<file path="src/rtl/bp_pkg.sv">
// Shared types and constants for the branch resolve / stall controller.
// Holds the FSM encoding and the predictor handshake widths.
package bp_pkg;

  typedef enum logic [1:0] {
    IDLE,
    REQ,
    CMP,
    STALL
  } state_t;

  localparam int DEF_STALL_PENALTY = 5;
  localparam int DEF_CNT_W = 32;
  localparam int PCNT_W = 8;
  localparam int PRED_W = 1;

endpackage

</file>
<file path="src/rtl/branch_resolve_stall_ctrl_sat_counter.sv">
// Saturating up-counter used for the CPI performance counters.
// Holds at all-ones instead of wrapping.
module sat_counter #(
  parameter int W = 32
) (
  input  logic         clk,
  input  logic         rst,
  input  logic         inc,
  output logic [W-1:0] q
);

  always_ff @(posedge clk) begin
    if (rst) begin
      q <= '0;
    end else if (inc && (q != '1)) begin
      q <= q + 1'b1;
    end
  end

endmodule

</file>
<file path="src/rtl/branch_resolve_stall_ctrl.sv">
// Requester-side branch predictor controller: request, compare, train,
// and stall the pipeline on a mispredict.
module branch_resolve_stall_ctrl
  import bp_pkg::*;
#(
  parameter int STALL_PENALTY = DEF_STALL_PENALTY,
  parameter int CNT_W = DEF_CNT_W
) (
  input  logic             clk,
  input  logic             rst,
  input  logic             br_valid,
  input  logic             br_actual_taken,
  output logic             br_ready,
  output logic             predict_request,
  input  logic             predicted_taken,
  output logic             update_enable,
  output logic             actual_taken,
  output logic             stall,
  output logic             mispredict,
  output logic [CNT_W-1:0] instr_count,
  output logic [CNT_W-1:0] mispredict_count,
  output logic [CNT_W-1:0] stall_count
);

  state_t state, nxt;
  logic lat;
  logic miss;
  logic [PCNT_W-1:0] pcnt, pcnt_nxt;

  always_ff @(posedge clk) begin
    if (rst) begin
      state <= IDLE;
      lat   <= 1'b0;
      pcnt  <= '0;
    end else begin
      state <= nxt;
      pcnt  <= pcnt_nxt;
      if ((state == IDLE) && br_valid) begin
        lat <= br_actual_taken;
      end
    end
  end

  always_comb begin
    nxt      = state;
    pcnt_nxt = pcnt;
    // an unknown prediction never matches, so it counts as a miss
    miss     = 1'b1;
    if (predicted_taken == lat) begin
      miss = 1'b0;
    end
    unique case (state)
      IDLE: begin
        if (br_valid) nxt = REQ;
      end
      REQ: nxt = CMP;
      CMP: begin
        if (miss && (STALL_PENALTY != 0)) begin
          nxt      = STALL;
          pcnt_nxt = PCNT_W'(STALL_PENALTY);
        end else begin
          nxt = IDLE;
        end
      end
      STALL: begin
        pcnt_nxt = pcnt - 1'b1;
        if (pcnt <= 1) nxt = IDLE;
      end
      default: nxt = IDLE;
    endcase
  end

  assign br_ready        = (state == IDLE);
  assign predict_request = (state == REQ);
  assign update_enable   = (state == CMP);
  assign actual_taken    = (state == CMP) & lat;
  assign stall           = (state == STALL);
  assign mispredict      = (state == CMP) & miss;

  sat_counter #(.W(CNT_W)) u_instr (
    .clk (clk),
    .rst (rst),
    .inc (update_enable),
    .q   (instr_count)
  );

  sat_counter #(.W(CNT_W)) u_miss (
    .clk (clk),
    .rst (rst),
    .inc (mispredict),
    .q   (mispredict_count)
  );

  sat_counter #(.W(CNT_W)) u_stall (
    .clk (clk),
    .rst (rst),
    .inc (stall),
    .q   (stall_count)
  );

endmodule

</file>
<file path="config.mk">
export PLATFORM = sky130hd
export DESIGN_NAME = branch_resolve_stall_ctrl
export DESIGN_NICKNAME = d
export VERILOG_FILES = /design/src/rtl/bp_pkg.sv /design/src/rtl/branch_resolve_stall_ctrl_sat_counter.sv /design/src/rtl/branch_resolve_stall_ctrl.sv
export SDC_FILE = /design/constraint.sdc
export NUM_CORES = 1
export LEC_CHECK = 0
export BUFFER_PORTS_ARGS = -buffer_cell sky130_fd_sc_hd__buf_2
export CAP_MARGIN = 20
export CORE_UTILIZATION = 50
export DETAILED_ROUTE_END_ITERATION = 10
export GPL_TIMING_DRIVEN = 0
export HOLD_SLACK_MARGIN = 0.08
export PLACE_DENSITY_LB_ADDON = 0.08
export SKIP_CTS_REPAIR_TIMING = 1
export SYNTH_ARGS = -nofsm -noshare
export SYNTH_HDL_FRONTEND = slang
export SYNTH_SLANG_ARGS = --single-unit
</file>
<file path="constraint.sdc">
create_clock -name clk -period 2.1 [get_ports clk]
set_input_delay 0.105 -clock clk [delete_from_list [all_inputs] [get_ports clk]]
set_output_delay 0.105 -clock clk [all_outputs]
set_load 0.02 [all_outputs]
</file>
==> metrics.cfg, run 1 <==
[status]
status = finished with violations
violations = setup timing

[synthesis]
synth_top_area_share_pct = 39.9
synth_commonest_cells = 107 x dfxtp_1, 71 x a21oi_1, 46 x nor2_1
synthArstFlopShare_pct = 0
synth_fp_nets = 651
syn_avg_cell_area_um2 = 8.37
synth_largest_area_cell = dfxtp_1
synth_seq_cells = 107
synthCells = 641
yosysUniqueCellTypes = 56
synth_flop_cell = dfxtp_1
yosysMostFrequentCell = dfxtp_1
yosysWarnings = 0
seq_area_frac_synth_pct = 39.9
syn_area_um2 = 5370
synthTopCellsByArea = dfxtp_1 40%, a21oi_1 6.6%, or3_1 3.7%, o21ai_0 3.6%, o31ai_1 3.6%
synth_edf_count = 0

[job]
max_cap_violations = 0

[clock_tree]
cts_root_buf = clkbuf_8
ctsHtreeMaxLevel = 3
tritoncts = done
cts_buffer_depth = 2
clock_latency_ns = 0.38
clk_pin_slew_worst_paths_ns = 0.10
clock_sink_count = 107
numCtsBuffers = 9

[die]
die_h_um = 106
die_area_um2 = 11200
initial_core_util_pct = 51.8
rows = 37
coreArea_um2 = 10400
die_x_um = 106
io_pins = 107

[sta]
worst_pin_slew_ns = 0.669
slew_violations = 0
period_needed_ns = 2.11
skew_ns = 0.0113
rsz0062_at_grt = true
setup-tns-final_ns = -0.0103
hold_viol = 0
relSlewSlack_pct = 55.4
period_share_pct = 100
fmax_mhz = 474
setup_slack_ns = -0.0103
hold_ws_ns = 0.203
setup_viol = 1

[global_route]
antenna_found_initial = 0
grt_max_degree = 17
gr-total-overflow = 0
grt_pass1_wl_um = 22600
track_usage_pct = 25.1
grt_pass1_vias = 4594

[detailed_routing]
vias = 5505
ant_nets = 0
drc_errors = 0
routed_wl_um = 14500
drt_iter0_drc = 334
dr.pass1.iters = 5
wl_per_cell_um = 15.7
routed_via_density = 5.97

[critical_path]
required_ns = 2.41
r2r_setup_slack_ns = -0.01
critPathKind = reg2reg
worstPathMaxFanout = 6
startpoint_type = flop
arrival_ns = 2.42
endpoint_kind = flop

[finish]
utilization_pct = 64.4
antenna_cells_inserted = 0
regArea_um2 = 2180
area_delta_synth_final_pct = 24.4
layout-drive-gt1-share_pct = 29.4
fill_cells = 899
layout.nets = 791
multi_input_area_um2 = 3140

[min_path]
hold_class = in2reg

[power_and_ir_drop]
p_total_w = 0.00367
p_leak_nw = 2.49
power_density_nw_per_um2 = 549
peakVddDrop_mv = 0.332

[place]
gp_congestion = 0.856
port_buffers = 105
post-place-ws_ns = -0.359
hpwl_um = 9960

per-layer routing:
layer / track usage [%] / share of wire [%] / vias up
met1: 33.2 / 45 / 2652
met3: 4.27 / 4.3 / 21
met2: 40.9 / 49 / 142
met4: 9.42 / 2.0 / 0
li1: - / - / 2690
met5: 0 / 0 / -
cell type report:
cell class | instances | area share (%)
Clock buffer | 12 | 2.47
Multi-Input combinational cell | 484 | 47.0
Inverter | 19 | 1.22
Timing Repair Buffer | 135 | 11.4
Clock inverter | 4 | 0.712
Buffer | 25 | 2.06
Sequential cell | 107 | 32.6
Tap cell | 136 | 2.55
critical path, stage by stage (launching register included):
cell,delay [ns]
dfxtp_4,0.39
nand4_4,0.16
nor4_2,0.48
o211ai_1,0.26
buf_4,0.20
or4_1,0.40
a21oi_1,0.16
cell usage in the layout (no fill, tap or decap), types with 5 or more instances in the layout:
master	synthesis	layout
buf_2	0	107
dfxtp_1	107	88
a21oi_1	71	70
nor2_1	46	46
nand2_1	44	42
o21ai_0	39	39
or3_1	32	32
nand3_1	32	28
nand4_1	26	26
buf_4	1	26
o31ai_1	26	26
xnor2_1	21	21
or4_1	20	20
inv_1	16	16
and4_1	16	14
dfxtp_2	0	14
clkbuf_8	0	12
clkbuf_1	26	11
and3_1	12	10
or4_2	8	8
a211oi_1	8	8
nor2b_1	7	7
and2_1	7	7
nor3_1	7	6
clkbuf_2	0	6
mux2_2	5	5
dfxtp_4	0	5
through the flow:
step           area, µm²  std cells
3_3_place_gp        6070        882
6_report            6680        922
4_1_cts             6280        898
2_1_floorplan       5380        641
3_5_place_dp        6070        882
5_1_grt             6680        922
final timing paths:
path	cells past startpoint	startpoint	end
max	6	u_stall.q[7]	u_stall.q[28]
min	3	rst	u_miss.q[19]
max reg2reg	6	u_stall.q[7]	u_stall.q[28]
min reg2reg	2	pcnt[7]	pcnt[7]
power by group:
part	switching [W]	internal (W)	total, W
Sequential	0.0000276	0.00204	0.00207
Clock	0.000731	0.000646	0.00138
Combinational	0.000139	0.0000781	0.000217
logic make-up (layout without fill, tap and decap cells):
family | count (synthesis) | after routing | synth area share [%]
muxes | 9 | 9 | 1.98
and+or+nand+nor | 278 | 278 | 30.2
DFF | 107 | 107 | 39.9
xor gates and xnor gates | 25 | 25 | 4.08
buffers and inverters | 50 | 195 | 4.01
AOI/OAI and AO/OA | 167 | 167 | 18.7
adders and majority gates | 5 | 5 | 1.17
state kept, by name, indices dropped and copies added, names as in the netlist:
signal     cells
u_stall.q     32
pcnt           8
u_instr.q     32
state          2
lat            1
u_miss.q      32
Note: power is estimated with default switching activity, not from simulation.
==> run 2: changes to the inputs <==
Settings changed: REMOVE_ABC_BUFFERS set to 1.
==> run 2 against run 1 <==
Effect of this change:
- the run now ends clean
- global-route usage fell by 2.6 points
- worst setup slack improved by 0.073 ns
- final cell count is 2.1% lower
- flip-flop and latch count stayed put
- die area unchanged
- via count shrank 2.4%
- sequential share of layout area shrank 0.10 points
- clock skew about the same
- sequential power is essentially flat
- first-iteration DRC count fell by 28%
==> metrics.cfg, run 2 (synthesized netlist as in run 1, its figures left out) <==
[status]
status = complete, no violations

[clock_tree]
numCtsBuffers = 9  ; unchanged
tritoncts = done
ctsHtreeMaxLevel = 3  ; unchanged
clock_latency_ns = 0.37  ; about the same
clk_pin_slew_worst_paths_ns = 0.11  ; about the same
cts_buffer_depth = 2  ; unchanged
cts_root_buf = clkbuf_8
clock_sink_count = 107  ; unchanged

[critical_path]
arrival_ns = 2.35  ; -0.07 ns
required_ns = 2.42  ; about the same
critical_path.cell_chain = nor2_1, nand3_1, dlygate4sd3_1, a21oi_1, dlygate4sd3_1
worstPathMaxFanout = 7  ; +1
path_buf_inv = 2  ; +1
startpoint_type = flop
critPathTopFamily = buffers and inverters
crit_path_top_delay_cell = dlygate4sd3_1
critPathKind = reg2reg
endpoint_kind = flop
critPathMaxStageDelay_ns = 0.56  ; +0.08 ns
crit_path_frequent_cell = dlygate4sd3_1

[detailed_routing]
ant_nets = 0  ; unchanged
dr.pass1.iters = 5  ; unchanged
wl_per_cell_um = 14.5  ; -7.9%
vias = 5375  ; -2.4%
routed_wl_um = 13100  ; -9.8%
drt_iter0_drc = 242  ; -28%
routed_via_density = 5.95  ; -0.31%
drc_errors = 0  ; unchanged

[finish]
fill_cells = 943  ; +4.9%
final_cell_mix = 105 x buf_2, 95 x dfxtp_1, 71 x a21oi_1
layout-drive-gt1-share_pct = 29.5  ; +0.076 points
area_delta_synth_final_pct = 23.9
final_area_um2 = 6650  ; -0.43%
antenna_cells_inserted = 0  ; unchanged
final_common_cell = buf_2
layout.nets = 772  ; -2.4%
largestRegisters = u_instr.q x32, u_miss.q x32, u_stall.q x32

[die]
die_h_um = 106  ; unchanged
rows = 37  ; unchanged
die_area_um2 = 11200  ; unchanged
io_pins = 107  ; unchanged
die_x_um = 106  ; unchanged
coreArea_um2 = 10400  ; unchanged
initial_core_util_pct = 51.8  ; unchanged

[sta]
worst_pin_slew_ns = 0.581  ; -0.0881 ns
relSlewSlack_pct = 61.0  ; +5.6 points
setup_viol = 0  ; -1
slew_violations = 0  ; unchanged
period_share_pct = 97.0  ; -3.5 points
fmax_mhz = 491  ; +3.6%
setup_slack_ns = 0.0631  ; +0.0735 ns
period_needed_ns = 2.04  ; -0.0735 ns
rsz0062_at_grt = true
skew_ns = 0.0116  ; +0.000332 ns
hold_viol = 0  ; unchanged

[place]
hpwl_um = 8600  ; -14%
place_area_um2 = 5980  ; -1.5%
port_buffers = 106  ; +0.95%
post-place-ws_ns = -0.706  ; -0.347 ns
gp_congestion = 0.783  ; -8.6%

[global_route]
antenna_found_initial = 0  ; unchanged
gr-total-overflow = 0  ; unchanged
grt_max_degree = 59  ; +42
grt_pass1_wl_um = 20900  ; -7.4%
track_usage_pct = 22.5  ; -2.6 points
grt_pass1_vias = 4512  ; -1.8%

[power_and_ir_drop]
power_density_nw_per_um2 = 533  ; -2.9%
peakVddDrop_mv = 0.501  ; +51%
p_leak_nw = 2.47  ; -0.85%

[min_path]
hold_class = in2reg

[job]
max_cap_violations = 0  ; unchanged

[run 2: cell count changes in the layout (fill, tap and decap cells not counted), sizes merged]
cell	change
clkbuf	-19
bufinv	-1
clkinvlp	-1
inv	+2
[run 2: worst register-to-register path: cells and delay by family, from the launching register on]
family	cells	cell delay, ns
buffers and inverters	2	1.11
and+or+nand+nor	2	0.39
DFF	1	0.37
AOI/OAI and AO/OA	1	0.13
[run 2: area by class of cell]
cell class	instances	area (µm²)	area share (%)
inverter	19	81.3	1.22
tap	136	170	2.56
multi-input combinational	484	3190	47.9
sequential	107	2160	32.5
clock buffer	12	165	2.48
timing repair buffer	141	855	12.9
clock inverter	4	31.3	0.470
[run 2: report_power, final]
part           internal [W]  switching [W]  total, W  leakage (nW)
clock              0.000539       0.000726   0.00127         0.103
sequential          0.00205      0.0000253   0.00207         0.869
combinational     0.0000787       0.000129  0.000208          1.50
[run 2: path summary, 6_finish.rpt]
check	end	slack, ns	from	cells after the start
worst max-delay path	lat	0.06	state[1]	5
worst min-delay path	u_instr.q[30]	0.19	rst	2
worst min register to register	pcnt[7]	0.50	pcnt[7]	2
worst max register to register	lat	0.06	state[1]	5
[run 2: per-layer routing]
metal | GRT usage [%] | share of wire [%] | vias to the layer above
li1 | - | - | 2657
met3 | 4.76 | 4.4 | 16
met1 | 28.9 | 46 | 2563
met5 | 0 | 0 | -
met2 | 38.9 | 48 | 139
met4 | 4.46 | 1.3 | 0
[run 2: stage by stage]
step	utilization (%)	cells	TNS, ns	hold slack, ns	power (W)
after global placement	57.1	852	-28.33	0.386	0.00229
after floorplan	-	610	-6.96	0.174	0.00222
after detailed placement	57.6	855	-13.26	0.380	0.00230
final	64.1	903	0	0.187	0.00355
after global routing	64.1	903	-0.419	0.201	0.00369
after CTS	59.5	871	-14.80	-0.0271	0.00356
